[src/rtl/picorv32_axil_pkg.sv]
// Shared types and constants for the PicoRV32 native-memory to AXI4-Lite bridge.
package picorv32_axil_pkg;

  typedef enum logic [2:0] {
    IDLE,
    WRITE,
    READ,
    DONE,
    DRAIN
  } state_t;

  localparam logic [1:0] AXI_RESP_OKAY   = 2'b00;
  localparam logic [1:0] AXI_RESP_EXOKAY = 2'b01;
  localparam logic [1:0] AXI_RESP_SLVERR = 2'b10;
  localparam logic [1:0] AXI_RESP_DECERR = 2'b11;

  localparam logic [2:0] PROT_INSN = 3'b100;

endpackage

[src/rtl/picorv32_axil_bridge.sv]
// Registered PicoRV32 native-memory to AXI4-Lite master, one transaction in flight,
// with error propagation and a response timeout that drains the late response.
module picorv32_axil_bridge
  import picorv32_axil_pkg::*;
#(
  parameter int ADDR_W  = 32,
  parameter int DATA_W  = 32,
  parameter int TIMEOUT = 1024,
  localparam int STRB_W = DATA_W / 8
) (
  input  logic              clk,
  input  logic              rst,
  input  logic              mem_valid,
  input  logic              mem_instr,
  input  logic [ADDR_W-1:0] mem_addr,
  input  logic [DATA_W-1:0] mem_wdata,
  input  logic [STRB_W-1:0] mem_wstrb,
  output logic              mem_ready,
  output logic [DATA_W-1:0] mem_rdata,
  output logic              mem_err,
  output logic              mem_axi_awvalid,
  input  logic              mem_axi_awready,
  output logic [ADDR_W-1:0] mem_axi_awaddr,
  output logic [2:0]        mem_axi_awprot,
  output logic              mem_axi_wvalid,
  input  logic              mem_axi_wready,
  output logic [DATA_W-1:0] mem_axi_wdata,
  output logic [STRB_W-1:0] mem_axi_wstrb,
  input  logic              mem_axi_bvalid,
  output logic              mem_axi_bready,
  input  logic [1:0]        mem_axi_bresp,
  output logic              mem_axi_arvalid,
  input  logic              mem_axi_arready,
  output logic [ADDR_W-1:0] mem_axi_araddr,
  output logic [2:0]        mem_axi_arprot,
  input  logic              mem_axi_rvalid,
  output logic              mem_axi_rready,
  input  logic [DATA_W-1:0] mem_axi_rdata,
  input  logic [1:0]        mem_axi_rresp
);

  localparam int CNT_W = (TIMEOUT > 0) ? $clog2(TIMEOUT + 1) : 1;
  localparam logic [CNT_W-1:0] CNT_LAST = CNT_W'((TIMEOUT > 0) ? TIMEOUT - 1 : 0);

  state_t            state, state_d;
  logic [CNT_W-1:0]  cnt, cnt_d;
  logic              hold, hold_d;
  logic [ADDR_W-1:0] addr_q, addr_d;
  logic [DATA_W-1:0] wdata_q, wdata_d;
  logic [STRB_W-1:0] wstrb_q, wstrb_d;
  logic [2:0]        prot_q, prot_d;
  logic              is_write, is_write_d;
  logic              awvalid, awvalid_d, wvalid, wvalid_d, arvalid, arvalid_d;
  logic              bready, bready_d, rready, rready_d;
  logic              ready_q, ready_d, err_q, err_d;
  logic [DATA_W-1:0] rdata_q, rdata_d;
  logic              aw_hs, w_hs, ar_hs, b_hs, r_hs, timeout_hit;

  assign aw_hs       = awvalid & mem_axi_awready;
  assign w_hs        = wvalid & mem_axi_wready;
  assign ar_hs       = arvalid & mem_axi_arready;
  assign b_hs        = bready & mem_axi_bvalid;
  assign r_hs        = rready & mem_axi_rvalid;
  assign timeout_hit = (TIMEOUT > 0) && (cnt == CNT_LAST);

  always_comb begin
    state_d    = state;
    cnt_d      = cnt;
    hold_d     = 1'b0;
    addr_d     = addr_q;
    wdata_d    = wdata_q;
    wstrb_d    = wstrb_q;
    prot_d     = prot_q;
    is_write_d = is_write;
    awvalid_d  = awvalid & ~aw_hs;
    wvalid_d   = wvalid & ~w_hs;
    arvalid_d  = arvalid & ~ar_hs;
    bready_d   = bready;
    rready_d   = rready;
    ready_d    = 1'b0;
    err_d      = err_q;
    rdata_d    = rdata_q;
    unique case (state)
      IDLE: begin
        // hold masks the cycle right after a completion, while the core drops mem_valid
        if (mem_valid && !hold) begin
          addr_d     = mem_addr;
          wdata_d    = mem_wdata;
          wstrb_d    = mem_wstrb;
          prot_d     = mem_instr ? PROT_INSN : 3'b000;
          cnt_d      = '0;
          is_write_d = |mem_wstrb;
          if (|mem_wstrb) begin
            state_d   = WRITE;
            awvalid_d = 1'b1;
            wvalid_d  = 1'b1;
          end else begin
            state_d   = READ;
            arvalid_d = 1'b1;
          end
        end
      end
      WRITE: begin
        cnt_d = cnt + CNT_W'(1);
        if (!awvalid_d && !wvalid_d) bready_d = 1'b1;
        if (b_hs) begin
          state_d  = DONE;
          bready_d = 1'b0;
          ready_d  = 1'b1;
          err_d    = (mem_axi_bresp != AXI_RESP_OKAY);
        end else if (timeout_hit) begin
          state_d  = DRAIN;
          bready_d = 1'b1;
          ready_d  = 1'b1;
          err_d    = 1'b1;
          rdata_d  = '0;
        end
      end
      READ: begin
        cnt_d = cnt + CNT_W'(1);
        if (!arvalid_d) rready_d = 1'b1;
        if (r_hs) begin
          state_d  = DONE;
          rready_d = 1'b0;
          ready_d  = 1'b1;
          err_d    = (mem_axi_rresp != AXI_RESP_OKAY);
          rdata_d  = mem_axi_rdata;
        end else if (timeout_hit) begin
          state_d  = DRAIN;
          rready_d = 1'b1;
          ready_d  = 1'b1;
          err_d    = 1'b1;
          rdata_d  = '0;
        end
      end
      DONE: begin
        state_d = IDLE;
        hold_d  = 1'b1;
      end
      DRAIN: begin
        if (is_write ? b_hs : r_hs) begin
          state_d  = IDLE;
          bready_d = 1'b0;
          rready_d = 1'b0;
        end
      end
      default: state_d = IDLE;
    endcase
  end

  always_ff @(posedge clk) begin
    if (rst) begin
      state    <= IDLE;
      cnt      <= '0;
      hold     <= 1'b0;
      addr_q   <= '0;
      wdata_q  <= '0;
      wstrb_q  <= '0;
      prot_q   <= '0;
      is_write <= 1'b0;
      awvalid  <= 1'b0;
      wvalid   <= 1'b0;
      arvalid  <= 1'b0;
      bready   <= 1'b0;
      rready   <= 1'b0;
      ready_q  <= 1'b0;
      err_q    <= 1'b0;
      rdata_q  <= '0;
    end else begin
      state    <= state_d;
      cnt      <= cnt_d;
      hold     <= hold_d;
      addr_q   <= addr_d;
      wdata_q  <= wdata_d;
      wstrb_q  <= wstrb_d;
      prot_q   <= prot_d;
      is_write <= is_write_d;
      awvalid  <= awvalid_d;
      wvalid   <= wvalid_d;
      arvalid  <= arvalid_d;
      bready   <= bready_d;
      rready   <= rready_d;
      ready_q  <= ready_d;
      err_q    <= err_d;
      rdata_q  <= rdata_d;
    end
  end

  // The completion pulse is withheld when the core abandoned its request mid-flight
  assign mem_ready       = ready_q & mem_valid;
  assign mem_rdata       = rdata_q;
  assign mem_err         = err_q;
  assign mem_axi_awvalid = awvalid;
  assign mem_axi_awaddr  = addr_q;
  assign mem_axi_awprot  = 3'b000;
  assign mem_axi_wvalid  = wvalid;
  assign mem_axi_wdata   = wdata_q;
  assign mem_axi_wstrb   = wstrb_q;
  assign mem_axi_bready  = bready;
  assign mem_axi_arvalid = arvalid;
  assign mem_axi_araddr  = addr_q;
  assign mem_axi_arprot  = prot_q;
  assign mem_axi_rready  = rready;

endmodule

[config.mk]
export PLATFORM = sky130hd
export DESIGN_NAME = picorv32_axil_bridge
export DESIGN_NICKNAME = d
export VERILOG_FILES = /design/src/rtl/picorv32_axil_pkg.sv /design/src/rtl/picorv32_axil_bridge.sv
export SDC_FILE = /design/constraint.sdc
export NUM_CORES = 1
export LEC_CHECK = 0
export CAP_MARGIN = 20
export CORE_ASPECT_RATIO = 0.75
export CORE_MARGIN = 5
export CORE_UTILIZATION = 43
export CTS_BUF_LIST = sky130_fd_sc_hd__clkbuf_16
export DETAILED_ROUTE_END_ITERATION = 7
export PLACE_DENSITY = 0.95
export SYNTH_ARGS = -nofsm -noshare
export SYNTH_HDL_FRONTEND = slang
export SYNTH_SLANG_ARGS = --single-unit
[constraint.sdc]
create_clock -name clk -period 4.5 [get_ports clk]
set_clock_uncertainty 0.2 [all_clocks]
set_input_delay 0.675 -clock clk [delete_from_list [all_inputs] [get_ports clk]]
set_output_delay 0.675 -clock clk [all_outputs]
set_load 0.01 [all_outputs]
# After elaboration in Yosys (flattened, before gate mapping)
# Cells that the tools add are included.
# Widths: inputs -> output; s select.
[word_totals] regBits=126 input_bits=113 output_inout_bits=145 elab_cells=101
[op_classes] n_addsub=1 eq_ne=10 muxes=42 bitwise_logic=12 reduce_logical=20
[ops] op="$mux 32" n=3
[ops] op="$pmux 32 s2" n=1
[ops] op="$mux 1" n=24
[ops] op="$pmux 11 s2" n=1
[ops] op="$mux 3" n=6
[ops] op="$pmux 3 s4" n=1
[ops] op="$reduce_bool 2->1" n=6
[ops] op="$add 11x1->11 const B" n=1
[ops] op="$eq 11x10->1 const B" n=1
[ops] op="$mux 11" n=1
[ops] op="$and 1x1->1" n=9
[ops] op="$ne 4x4->1 const B" n=2
[ops] op="$pmux 1 s2" n=4
[ops] op="$reduce_and 2->1" n=4
[ops] op="$eq 3x2->1 const B" n=2
[ops] op="$ne 2x2->1 const B" n=3
[ops] op="$reduce_and 3->1" n=2
[ops] op="$reduce_or 4->1" n=1
[ops] op="$eq 3x1->1 const B" n=1
[ops] op="$eq 3x3->1 const B" n=1
[ops] op="$logic_not 1->1" n=3
[ops] op="$logic_not 3->1" n=1
[ops] op="$not 1->1" n=3
[ops] op="$logic_and 1x1->1" n=2
[ops] op="other kinds (2)" n=2

# Logic depth before layout (Yosys ltp)
# Gate-level depths: netlist of run 1.
[depth] ltp_word=9 ltp_mapped=6 ltp_nobuf=5

# Worst setup path after synthesis of run 1
# Ideal clock, no wire load.
[synth_timing] path_type="input -> register" from="in mem_valid" to="reg cnt[8]" setup_time_ps=70 t_arrival_ps=1703 required_time_ps=4230 slack_ps=2527 stages=5 n_path_buf=1 path_cell_list="nand2b_4 > a211o_1 > buf_2 > or4_1 > a21boi_1"
[synth_via] elab_chain_cells=3
[synth_rtl] element="start, declared" line_no="picorv32_axil_bridge.sv:13" text="input logic mem_valid,"
[synth_rtl] element="$logic_and 1x1->1" line_no="picorv32_axil_bridge.sv:86" text="if (mem_valid && !hold) begin"
[synth_rtl] element="$ne 2x2->1 (no line)"
[synth_rtl] element="$reduce_and 2->1 (no line)"
[synth_rtl] element="end signal, assigned" line_no="picorv32_axil_bridge.sv:171" text="cnt <= cnt_d;"
[synth_rtl] element="end, declared" line_no="picorv32_axil_bridge.sv:46" text="logic [CNT_W-1:0] cnt, cnt_d;"
# Every way passes these cells.
# A chain may end at the register's enable or synchronous reset.

# Worst setup path after layout of run 1
[layout_timing] from="in mem_valid" to="out mem_ready"
[layout_via] elab_chain_cells=1
[layout_rtl] element="$and 1x1->1" line_no="picorv32_axil_bridge.sv:190" text="assign mem_ready = ready_q & mem_valid;"
[layout_rtl] element="end, declared" line_no="picorv32_axil_bridge.sv:18" text="output logic mem_ready,"
# Every way passes these cells.

==> results.cfg, run 1 <==
[run_status]
outcome = completed

[global_route]
grt_max_degree = 86
antenna_found_initial = 0
grt_usage = 0.215
globalRoute.totalOverflow = 0
grt_pass1_wl_um = 24200
grt_pass1_vias = 4685

[route]
vias = 4808
drt-total-wl_um = 15700
ant_nets = 0
drt_iter0_markers = 246
wire_per_inst_um = 16.6
first_pass_iters = 6
remaining_drc_errors = 0
vias_per_cell = 5.09

[yosys]
synth_top_family_by_area = compound AO/OA/AOI/OAI gates
synthFlopType = dfxtp_1
synthDistinctLibCells = 56
yosysSeqAreaShare = 0.495
synth_largest_area_cell = dfxtp_1
synth_edf_count = 0
synthesis.area_mm2 = 0.00502
synthArstFlopShare = 0
synth_area_per_cell_um2 = 8.92
synth_fa_ha_area_frac = 0.00249
synth-simple-area-share = 0.189
synthXorXnorAreaFrac = 0.00174
synth_mux_area_frac = 0.00399
synth-seq-cells = 124
synth.top_cell.area_share = 0.495
synth_compound_area_frac = 0.204
synth_commonest_cells = nand2_1 (151), dfxtp_1 (124), a21oi_1 (77)
synth_cells = 563
ys_warn_count = 0
yosys.cell_count.top_type = nand2_1
synthTopCellsByArea = dfxtp_1 (49%), nand2_1 (11%), a21oi_1 (7.7%)

[floorplanning]
core_area_mm2 = 0.0115
start_util = 0.435
die_width_um = 135
rows = 34
dieArea_mm2 = 0.0140
pin_count = 258
die_h_um = 104

[cts]
clk_pin_slew_ns = 0.06
cts_resized = 0
htreeDepth = 4
cts_root_buf = clkbuf_16
cts_tree = built
cts.sinks = 124
cts_buffer_depth = 2
cts_buffers = 17
holdBufCountCts = 0
insertion_delay_ns = 0.40
postCtsSetupBuffers = 0

[critical_path]
r2r_slack_ns = 2.08
critical_path_required_ns = 3.62
r2r_cells = 5
critical_path_peak_fanout = 3
worstSetupStartpointType = primary input
worst_setup_path_end_kind = output pin
criticalPathCategory = primary input to output pin
critical_path_arrival_ns = 1.87

[power_and_ir_drop]
peakVddDrop_uv = 299
leakage_nw = 2.86
power.density_mw_per_mm2 = 430
power_mw = 3.41

[final_layout]
nets = 883
synthToLayoutAreaGrowth_pct = 57.7
fill_cells = 846
antenna_cells = 0
multiInputGateArea_mm2 = 0.00204
fin_area_mm2 = 0.00792
seqCellArea_mm2 = 0.00248
layout-drive-gt1-share = 0.0614
utilization = 0.687

[flow_run]
drv_cap = 0

[sta]
tns_ns = 0
period_minus_slack_ns = 2.75
timing.final.crit_share = 0.611
setup_viol = 0
worst_pin_slew_ns = 1.00
maxSlewViolCount = 0
max_slew_margin = 0.328
clock.fmax_mhz = 364
rsz0062_at_grt = no
hold_violations = 0

[place]
port_buffers = 252
place_congestion = 0.946
place_area_mm2 = 0.00729
dp_hpwl_um = 11300

[worst_hold_path]
holdCritPathClass = flip-flop to flip-flop
hold-path-cell-count = 2
## cells in the final DEF (no fill, tap or decap), types with 3 or more instances in the layout
| cell type | n |
|---|---|
| dfxtp_1 | 124 |
| clkbuf_16 | 17 |
| nor3_1 | 3 |
| o21ai_0 | 7 |
| nor2_1 | 12 |
| and2_1 | 4 |
| nand2b_1 | 6 |
| inv_1 | 5 |
| nand4b_1 | 3 |
| clkinvlp_4 | 3 |
| nand3_1 | 5 |
| clkdlybuf4s50_1 | 251 |
| buf_4 | 4 |
| or4_1 | 4 |
| a2111oi_0 | 3 |
| nand2_1 | 150 |
| a32o_1 | 33 |
| bufinv_16 | 4 |
| clkinv_4 | 4 |
| a21oi_1 | 77 |
| o31ai_1 | 4 |
| conb_1 | 5 |
## where the power goes
group | switching (mW) | leakage (nW) | internal [mW]
sequential | 0.0748 | 1.01 | 1.19
combinational | 0.352 | 1.55 | 0.371
clock | 0.494 | 0.298 | 0.926
## cell type report
class,instances,share of cell area
repair buffers,256,0.322
flip-flops and latches,124,0.314
multi-input cells,365,0.258
clock buffers,17,0.0537
well taps,162,0.0256
clock inverters,15,0.0251
inverters,5,0.00237
## cell families after synthesis
| kind of cell | Yosys count |
|---|---|
| other cells | 1 |
| mux | 2 |
| fa+ha+maj | 1 |
| buf+inv | 78 |
| xor+xnor | 1 |
| simple gates | 207 |
| flops | 124 |
| compound gates | 149 |
## critical path, cell delays in order
cell and delay, ns:
clkdlybuf4s50_1 0.53, and2_1 0.14, clkdlybuf4s50_1 0.53
## per-stage QoR
step           hold WS, ns  worst slack, ns  cells
2_1_floorplan        0.231             2.53    567
3_3_place_gp         0.240             1.63    912
3_5_place_dp         0.248             1.54    912
4_1_cts              0.255             1.74    944
5_1_grt              0.268             1.69    944
6_report             0.254             1.75    944
## worst paths after layout
| check | start | end |
|---|---|---|
| hold reg to reg | mem_axi_wdata[0] | mem_axi_wdata[0] |
| setup reg to reg | state[2] | mem_axi_wdata[17] |
| hold / removal | mem_axi_wdata[0] | mem_axi_wdata[0] |
| setup / recovery | mem_valid | mem_ready |
## sequential cells by signal (all words and copies together), names as in the netlist, 3 cells and up
name            cells
mem_axi_wdata      32
cnt                11
mem_axi_wstrb       4
mem_rdata          32
mem_axi_araddr     32
state               3
## layer usage
layer | wire length, µm | global-route usage
met5 | 0 | 0
met4 | 109 | 0.0429
met1 | 6160 | 0.244
met2 | 7570 | 0.361
met3 | 1870 | 0.113
Power figures use the tool's default switching activity.
==> run 2: changes to the inputs <==
- CORE_UTILIZATION: 43 -> 40
- PLACE_DENSITY: 0.95 -> 0.9
- clock period: 4.5 -> 2.6 ns (I/O delays scaled with it)
==> results.cfg, run 2 (synthesized netlist as in run 1, its figures left out) <==
[run_status]
outcome = completed

[critical_path]
critical_path_peak_fanout = 3
worst_setup_path_end_kind = output pin
crit_start = mem_valid
r2r_cells = 5
worstSetupEndpoint = mem_ready
critical_path_arrival_ns = 1.68
worstReg2RegEnd = mem_rdata[5]
rr_startpoint = cnt[0]
worstSetupStartpointType = primary input
r2r_slack_ns = 0.35
critical_path_required_ns = 2.01
criticalPathCategory = primary input to output pin

[floorplanning]
die_h_um = 107
start_util = 0.408
pin_count = 258
dieArea_mm2 = 0.0149
core_area_mm2 = 0.0123
die_width_um = 139
rows = 35

[cts]
cts_root_buf = clkbuf_16
cts.sinks = 124
insertion_delay_ns = 0.40
cts_buffer_depth = 2
cts_buffers = 17
holdBufCountCts = 0
postCtsSetupBuffers = 0
htreeDepth = 4
cts_tree = built
clk_pin_slew_ns = 0.06
cts_resized = 0

[route]
ant_nets = 0
drt-total-wl_um = 15600
wire_per_inst_um = 16.3
drt_iter0_markers = 221
first_pass_iters = 5
vias = 4848
vias_per_cell = 5.07
remaining_drc_errors = 0

[power_and_ir_drop]
peakVddDrop_uv = 609
leakage_nw = 2.90
swShare = 0.274
p_sw_mw = 1.60
p_int_mw = 4.25
power.density_mw_per_mm2 = 731
power_mw = 5.85
power.share.combinational = 0.223
seqPwrFrac = 0.373
p_clk_frac = 0.405

[sta]
hold_violations = 0
clock.fmax_mhz = 440
worst_pin_slew_ns = 0.868
hold-worst-slack_ns = 0.111
tns_ns = 0
setup_viol = 0
rsz0062_at_grt = no
period_minus_slack_ns = 2.27
maxSlewViolCount = 0
max_slew_margin = 0.419
timing.final.crit_share = 0.874

[final_layout]
final_cell_mix = clkdlybuf4s50_1 (251), nand2_1 (150), dfxtp_1 (124), a21oi_1 (77), a32o_1 (33)
antenna_cells = 0
synthToLayoutAreaGrowth_pct = 59.4
nets = 892
final_common_cell = clkdlybuf4s50_1
layout-drive-gt1-share = 0.0722

[global_route]
grt_usage = 0.198
antenna_found_initial = 0
grt_pass1_vias = 4565
grt_max_degree = 65
globalRoute.totalOverflow = 0
grt_pass1_wl_um = 23700

[place]
port_buffers = 252
place_congestion = 0.897
dp_hpwl_um = 11700

[flow_run]
drv_cap = 0

[worst_hold_path]
holdCritPathClass = primary input to flip-flop
## run 2: power groups by stage
stage	registers, mW	clock network [mW]	logic, mW
finish	2.18	2.37	1.30
global route	2.20	2.49	1.41
CTS	2.18	2.41	1.31
detailed placement	2.22	0	1.31
global placement	2.21	0	1.29
floorplan	2.26	0	0.642
## run 2: routing by layer
metal,GRT usage,share of wire,vias to the layer above
li1,-,-,2370
met1,0.228,0.40,2260
met2,0.331,0.47,206
met3,0.0950,0.12,12
met4,0.0559,0.0082,0
met5,0,0,-
## run 2: how the worst min path moves through the flow
| stage | startpoint | to | slack [ns] | cells past startpoint |
|---|---|---|---|---|
| 5_1_grt | rst | state[2] | 0.12 | 2 |
| 6_report | rst | mem_axi_arvalid | 0.11 | 2 |
| 3_3_place_gp | mem_axi_wdata[10] | mem_axi_wdata[10] | 0.24 | 2 |
| 2_1_floorplan | is_write | is_write | 0.23 | 2 |
| 4_1_cts | rst | mem_axi_arvalid | 0.09 | 2 |
| 3_5_place_dp | mem_axi_wdata[0] | mem_axi_wdata[0] | 0.25 | 2 |
## run 2: area by class of cell
class | count | area (µm²)
fillers | 972 | 4310
repair buffers | 265 | 2650
flip-flops and latches | 124 | 2480
multi-input cells | 365 | 2040
clock buffers | 17 | 425
well taps | 166 | 208
clock inverters | 14 | 173
inverters | 5 | 18.8
## run 2: worst max-delay path, stage by stage
cell and delay (ns):
clkdlybuf4s50_1 0.57, and2_1 0.17, clkdlybuf4s50_1 0.55
## run 2: through the flow
stage	utilization	setup slack (ns)	std cells	instance area [µm²]
final	0.650	0.328	956	8000
after global routing	0.650	0.244	956	8000
after CTS	0.650	0.328	956	8000
after detailed placement	0.602	0.200	925	7400
after global placement	0.602	0.230	925	7400
after floorplan	-	0.808	567	5030
